===== config.mk =====
export PLATFORM = sky130hd
export DESIGN_NAME = icache
export DESIGN_NICKNAME = d
export VERILOG_FILES = /design/src/rtl/cpu_types_pkg.sv /design/src/rtl/icache_frame_array.sv /design/src/rtl/icache.sv
export SDC_FILE = /design/constraint.sdc
export NUM_CORES = 1
export LEC_CHECK = 0
export CAP_MARGIN = 20
export CORE_MARGIN = 5
export CORE_UTILIZATION = 55
export CTS_CLUSTER_SIZE = 24
export DETAILED_ROUTE_END_ITERATION = 16
export PLACE_DENSITY = 0.74
export SLEW_MARGIN = 25
export SYNTH_ARGS = -nofsm -noshare
export SYNTH_HDL_FRONTEND = slang
export SYNTH_SLANG_ARGS = --single-unit

===== constraint.sdc =====
create_clock -name CLK -period 7.45 [get_ports CLK]
set_clock_uncertainty 0.15 [all_clocks]
set_input_delay 1.49 -clock CLK [delete_from_list [all_inputs] [get_ports CLK]]
set_output_delay 1.49 -clock CLK [all_outputs]
set_load 0.005 [all_outputs]

===== src/rtl/cpu_types_pkg.sv =====
// Shared CPU datapath types: machine word and the instruction-cache address split.
package cpu_types_pkg;

  localparam int WORD_W       = 32;
  localparam int ICACHE_SETS  = 16;
  localparam int ICACHE_IDX_W = $clog2(ICACHE_SETS);
  localparam int ICACHE_TAG_W = WORD_W - ICACHE_IDX_W - 2;

  typedef logic [WORD_W-1:0] word_t;

  typedef struct packed {
    logic [ICACHE_TAG_W-1:0] tag;
    logic [ICACHE_IDX_W-1:0] idx;
    logic [1:0]              bytoff;
  } icachef_t;

endpackage


===== src/rtl/icache_frame_array.sv =====
// Direct-mapped frame storage: valid/tag/data per set, one write port,
// one combinational read port and a clear-all of the valid bits.
module icache_frame_array
  import cpu_types_pkg::*;
#(
  parameter int SETS  = ICACHE_SETS,
  parameter int TAG_W = ICACHE_TAG_W,
  localparam int IDX_W = $clog2(SETS)
) (
  input  logic             clk,
  input  logic             rst,
  input  logic             clear,
  input  logic             we,
  input  logic [IDX_W-1:0] widx,
  input  logic [TAG_W-1:0] wtag,
  input  word_t            wdata,
  input  logic [IDX_W-1:0] ridx,
  output logic             rvalid,
  output logic [TAG_W-1:0] rtag,
  output word_t            rdata
);

  logic [SETS-1:0] valid;
  logic [TAG_W-1:0] tag_mem [SETS];
  word_t            data_mem [SETS];

  // A clear on the same edge as a write wins, leaving the written frame invalid.
  always_ff @(posedge clk) begin
    if (rst) begin
      valid <= '0;
    end else begin
      if (we)    valid[widx] <= 1'b1;
      if (clear) valid       <= '0;
    end
  end

  // NOTE: tag/data arrays are deliberately not reset; valid masks every read,
  // and leaving them reset-free lets them map to plain storage.
  always_ff @(posedge clk) begin
    if (we) begin
      tag_mem[widx]  <= wtag;
      data_mem[widx] <= wdata;
    end
  end

  assign rvalid = valid[ridx];
  assign rtag   = tag_mem[ridx];
  assign rdata  = data_mem[ridx];

endmodule


===== src/rtl/icache.sv =====
// Direct-mapped, one-word-per-block instruction cache with a two-state miss
// FSM toward the memory controller, flush and saturating hit/miss counters.
module icache
  import cpu_types_pkg::*;
(
  input  logic  CLK,
  input  logic  RST,
  input  logic  imemREN,
  input  word_t imemaddr,
  input  logic  flush,
  output logic  ihit,
  output word_t imemload,
  output logic  iREN,
  output word_t iaddr,
  input  logic  iwait,
  input  word_t iload,
  output word_t hit_count,
  output word_t miss_count
);

  typedef enum logic {IDLE, MISS} icache_state_t;

  icache_state_t state;
  word_t         miss_addr;
  icachef_t      req, fill;

  logic                    f_valid;
  logic [ICACHE_TAG_W-1:0] f_tag;
  word_t                   f_data;
  logic                    hit, miss_start, fill_en;
  logic                    unused_bytoff;

  assign req  = icachef_t'(imemaddr);
  assign fill = icachef_t'(miss_addr);
  assign unused_bytoff = ^{req.bytoff, fill.bytoff};

  icache_frame_array #(
    .SETS  (ICACHE_SETS),
    .TAG_W (ICACHE_TAG_W)
  ) u_frames (
    .clk    (CLK),
    .rst    (RST),
    .clear  (flush),
    .we     (fill_en),
    .widx   (fill.idx),
    .wtag   (fill.tag),
    .wdata  (iload),
    .ridx   (req.idx),
    .rvalid (f_valid),
    .rtag   (f_tag),
    .rdata  (f_data)
  );

  // A flush cycle never hits, so a request alongside flush becomes a forced miss.
  assign hit        = (state == IDLE) && imemREN && f_valid && (f_tag == req.tag) && !flush;
  assign miss_start = (state == IDLE) && imemREN && !hit;
  assign fill_en    = (state == MISS) && !iwait;

  assign ihit     = hit;
  assign imemload = hit ? f_data : '0;
  assign iREN     = (state == MISS);
  assign iaddr    = (state == MISS) ? miss_addr : '0;

  // NOTE: sequential state uses non-blocking assignments only, so every
  // register samples pre-edge values regardless of statement order.
  always_ff @(posedge CLK) begin
    if (RST) begin
      state      <= IDLE;
      miss_addr  <= '0;
      hit_count  <= '0;
      miss_count <= '0;
    end else begin
      case (state)
        IDLE: if (miss_start) begin
          state     <= MISS;
          miss_addr <= imemaddr;
        end
        MISS: if (!iwait) state <= IDLE;
      endcase
      if (hit && hit_count != '1)         hit_count  <= hit_count + 32'd1;
      if (miss_start && miss_count != '1) miss_count <= miss_count + 32'd1;
    end
  end

endmodule


After elaboration in Yosys (flattened, before gate mapping)
Memories as Yosys holds them, arrays and structs flattened.
Cells that the tools add are included.
{ "word_totals": {"register_bits": 113, "wordCells": 42, "ram_bits": 928, "n_memories": 2} }
{ "classes": {"magnitude_cmp": 3, "bitwise": 2, "n_reduce_logical": 14, "eq_ne": 3, "n_mux": 11, "n_addsub": 2} }
{ "mem_list": {"columns": ["memory", "depth", "word_bits", "rd", "rd_ports_with_merged_regs", "wr", "line", "rtl"], "rows": [
  ["u_frames.data_mem", 16, 32, 1, 0, 1, "icache_frame_array.sv:25", "word_t data_mem [SETS];"],
  ["u_frames.tag_mem", 16, 26, 1, 0, 1, "icache_frame_array.sv:24", "logic [TAG_W-1:0] tag_mem [SETS];"]
]} }
{ "op_table": {"columns": ["operator", "count"], "rows": [
  ["32-bit by 1-bit adder with 32-bit output (second input constant)", 2],
  ["32-bit two-way mux", 2],
  ["32-bit != test (second input constant)", 2],
  ["26-bit equality test", 1],
  ["16-bit OR", 1],
  ["4-bit by 5-bit < comparator with 1-bit output (second input constant)", 2],
  ["1-bit logical AND", 9],
  ["1-bit two-way mux", 6],
  ["1-bit binary-select mux with 4-bit select", 1],
  ["1-bit demux with 4-bit select", 1],
  ["4-bit by 1-bit greater-or-equal comparator with 1-bit output (second input constant)", 1],
  ["1-bit zero test", 3],
  ["1-bit one-hot mux with 2 select lines", 1],
  ["2-bit AND reduction", 1],
  ["2-bit OR reduction", 1],
  ["1-bit inverter", 1]
]} }

Longest topological paths before layout
{ "logic_depth": {"ltp_word": 9, "ltp_mapped": 16, "depth_no_buf": 9} }

Cells and area by module
From an unflattened synthesis, not the netlist that was laid out.
{ "unflattened": {"cells_unflattened": 2163, "area_unflattened_um2": 40595.2} }
{ "modules_own_cells": {"columns": ["mod", "cells_each", "n_inst", "seq_area_each_um2", "area_per_inst_um2"], "rows": [
  ["icache_frame_array", 1481, 1, 28187.0, 35243.8],
  ["icache", 682, 1, 1941.9, 5351.4]
]} }

Worst setup path before layout
No wires, ideal clock.
{ "synth_timing": {"kind": "input to register", "from": "input iwait", "to": "memory u_frames.data_mem[2][0] (netlist name), enable pin", "t_required_ns": 6.752, "n_path_buf": 0, "arrival_time_ns": 6.153, "path_stages": 3, "setup_slack_ns": 0.599, "cell_sequence": "nand2b_1 > or3b_2 > nor3_1"} }
{ "synth_between": {"elab_chain_cells": 4} }
{ "synth_rtl": {"columns": ["element", "line", "rtl"], "rows": [
  ["from (decl)", "icache.sv:15", "input logic iwait,"],
  ["1-bit zero test", null, null],
  ["1-bit logical AND", "icache.sv:57", "assign fill_en = (state == MISS) && !iwait;"],
  ["1-bit two-way mux", "icache_frame_array.sv:40", "if (we) begin"],
  ["1-bit two-way mux (implied by the code)", "icache_frame_array.sv:42", "data_mem[widx] <= wdata;"],
  ["to (decl)", "icache_frame_array.sv:25", null]
]} }
Every way passes these cells.

Worst setup path after layout
{ "layout_timing": {"from": "input imemaddr[2]", "to": "output imemload[8]"} }
{ "layout_between": {"elab_chain_cells": 6} }
{ "layout_rtl": {"columns": ["element", "line", "rtl"], "rows": [
  ["from (decl)", "icache.sv:9", "input word_t imemaddr,"],
  ["parallel branches: the longest is 5 deep, another holds memory 16 x 26 bit", null, null],
  ["32-bit two-way mux *", "icache.sv:60", "assign imemload = hit ? f_data : '0;"],
  ["to (decl)", "icache.sv:12", "output word_t imemload,"]
]} }
Every way passes the cells marked *. The select of a mux whose other input is x is not followed.

==> key figures <==
Run status
  • Status: completed

Clock network
  • Number of setup buffers added after CTS: 0
  • Clock-pin slew on the worst setup and hold paths: 0.06 ns
  • # hold bufs at CTS: 0
  • Num CTS Buffers: 103
  • CTS max path bufs: 3
  • Post-cts gate resize count: 0
  • TritonCTS clock tree: yes
  • Skew-Pair Late Insertion Delay: 0.67 ns
  • Root buffer cell: clkbuf_16
  • H-tree depth: 3
  • Sink Count: 1041

Floorplan
  • Die width: 283 µm
  • Core area: 74200 µm²
  • IO Pins: 199
  • Die area: 80000 µm²
  • FP Rows: 100
  • Die Ht: 283 µm
  • Initial Util: 55.2%

Flow run
  • Max Cap Viol: 0

Timing
  • Endpoints failing hold: 0
  • Final Max Tran Viols: 0
  • Period minus WS final: 7.02 ns
  • Setup TNS: 0 ns
  • Tightest Pin Transition: 1.03 ns
  • FMAX: 143 MHz
  • Slew headroom: 31.1%
  • Final setup vio count: 0
  • Final Cycle Share: 94.2%
  • RSZ-0062 raised after global routing: false

Synthesis
  • Compound-Gate Fraction of Synth Area: 2.53%
  • Synth Warn #: 0
  • #FFs+latches synth: 1041
  • Net count after synthesis: 2175
  • Synth Area in XOR/XNOR: 0.534%
  • Synth top area cells: edfxtp_1, mux4_2, dfxtp_1
  • Adder-cell area share of the yosys netlist: 0.0611%
  • Synth Cell Area: 41000 µm²
  • Synth Area per Inst: 19.5 µm²
  • Syn Inst Count: 2104
  • Largest family of logic cells by synthesized area: multiplexers
  • Simple-gate area share of the yosys netlist: 5.32%
  • Synth top area share: 68.0%
  • Cell variety after synth: 63
  • Synth area leader: edfxtp_1
  • Main synth FF type: edfxtp_1
  • FFs w/ async S/R, synth: 0%
  • Mux share of post-synthesis cell area: 16.6%
  • Post-synthesis sequential area ratio: 73.5%
  • Post-synth EDFFs: 928

Layout
  • Final nets: 2420
  • Final-layout fill cell count: 4886
  • Layout Cells excl Fill: 3409
  • Multi-input gate area: 10400 µm²
  • Area delta synth->final: 16.5%
  • Register area: 30100 µm²
  • Share of cells above drive strength 1: 21.7%

Worst setup path
  • Startpoint types: input pin
  • Largest delay share family, worst path: buffers and inverters
  • Reg2Reg Launch Point: u_frames.tag_mem[10][4]
  • Crit path max-delay cell type: nor4_2
  • R2r setup slk: 3.40 ns
  • Cell chain of the critical path: buf_8 > buf_4 > mux4_2 > mux2i_1 > mux2i_1 > xnor2_1 > o21ai_0 > nor4_2 > buf_4 > and3_1 > clkdlybuf4s50_1
  • Max incr delay on CP: 0.58 ns
  • Crit path required time: 5.81 ns
  • CP Class: input pin to output pin
  • Worst-path fanout max: 29
  • CP Capture Type: output pin
  • Buf/Inv on CP: 4
  • Reg2reg path depth: 11
  • RR Endpoint: fill[6]
  • Worst EP arrival: 5.38 ns

Pwr
  • Max rail drop VDD: 0.218 mV
  • Power share of the clock group: 42.9%
  • Leakage power: 15.7 nW
  • Cell-internal power: 9.68 mW
  • Part of the power in registers: 52.7%
  • Combinational share of power: 4.4%
  • NetSw: 2.55 mW
  • Power Dens Cells: 256 nW/µm²
  • Switching share of power: 20.8%

Global route
  • Gr usage total: 23.5%
  • Antenna violations before repair: 8
  • GRT overflow: 0
  • Vias in the first global route: 22124
  • Global-route wire length before repair: 143 mm
  • Pin count of the biggest net entering global routing: 77

Hold path
  • Hold depth: 1
  • Tightest Hold Check Type: flip-flop to flip-flop
  • Hold Path Sink: u_frames.valid[15]
  • Hold wc startpoint: u_frames.valid[15]

Routing
  • Via count: 21437
  • Final Routed Wirelength: 95.0 mm
  • Final ANT Viol Nets: 0
  • DR vias/cell: 6.29
  • Drt initial violations: 2262
  • DRT Pass-1 Iters: 5
  • DR WL/cell: 27.9 µm
  • Drc violations: 0

Placement
  • PortBufs: 198
  • Cell count after placement: 3213
  • Placer Congestion: 0.793
  • DP Wirelength: 52.1 mm
[synthesized netlist by cell type, drive strengths merged, types with 13 or more instances]
master and instances:
dfxtp 113, nor3 13, nand2 55, nor2b 39, or4 19, inv 14, nand4 22, xnor2 17
mux4 257, mux2 25, clkbuf 58, o21ai 26, o21a 17, or3 23, buf 57, a22oi 27
nand3 28, and3 52, a21oi 31, nor2 87, and2 40, edfxtp 928, mux2i 71
[area by class of cell]
class,count,area share [%]
antenna,3,0.0157
clock inverter,73,1.67
clock buffer,120,5.54
inverter,15,0.118
sequential,1041,63.1
multi-input combinational,933,21.7
tap,969,2.54
timing repair buffer,255,5.23
[layer usage]
metal / vias up / track usage, % / part of all wire (%)
li1: 9121 / - / -
met1: 11304 / 33.0 / 40
met2: 888 / 39.6 / 51
met3: 118 / 4.45 / 7.4
met4: 6 / 4.87 / 1.7
met5: - / 0 / 0.043
[cells by family after synthesis]
kind of cell               after synthesis
muxes                                  353
AOI/OAI and AO/OA                      150
xor gates and xnor gates                25
buffers and inverters                  130
DFF                                   1041
adders and majority gates                2
and+or+nand+nor                        403
[layout by cell type, fill, tap and decap left out, types with 27 or more instances in the layout]
cell and count:
mux2i_1 71, nor2_1 74, and2_1 39, nand3_1 28, a21oi_1 30, dfxtp_1 113
edfxtp_1 928, mux4_2 257, nor2b_1 39, buf_4 53, clkdlybuf4s50_1 193, clkbuf_16 103
and3_1 52, a22oi_1 27, nand2_1 54
[registers in the layout, summed over array words and instances (netlist names)]
register	flops
fill	32
hit_count	32
iREN	1
miss_count	32
u_frames.data_mem	512
u_frames.tag_mem	416
u_frames.valid	16
[worst max-delay path by stage]
stage | cells past startpoint | from | slack, ns | endpoint
2_1_floorplan | 3 | iwait | 0.60 | u_frames.data_mem[2][0]
3_3_place_gp | 11 | imemaddr[2] | 0.40 | imemload[9]
3_5_place_dp | 11 | imemaddr[2] | 0.34 | imemload[8]
4_1_cts | 11 | imemaddr[2] | 0.35 | imemload[8]
5_1_grt | 11 | imemaddr[4] | 0.17 | imemload[8]
6_report | 11 | imemaddr[2] | 0.43 | imemload[8]
[power by group through the flow]
stage | Sequential [mW] | Clock, mW | Combinational, mW
floorplan | 6.55 | 0 | 0.338
global placement | 6.56 | 0 | 0.534
detailed placement | 6.57 | 0 | 0.543
CTS | 6.44 | 5.33 | 0.547
global route | 6.45 | 5.60 | 0.579
finish | 6.44 | 5.24 | 0.541
[through the flow]
step | setup WS [ns] | power (mW) | util (%) | cell area, µm² | hold WS (ns)
after global routing | 0.175 | 12.6 | 64.3 | 47700 | 0.333
after global placement | 0.400 | 7.09 | 59.6 | 44200 | 0.291
after CTS | 0.348 | 12.3 | 64.3 | 47700 | 0.318
final | 0.434 | 12.2 | 64.3 | 47700 | 0.315
after detailed placement | 0.339 | 7.11 | 59.7 | 44300 | 0.304
after floorplan | 0.599 | 6.89 | - | 41000 | 0.285
Note: power is estimated with default switching activity, not from simulation.
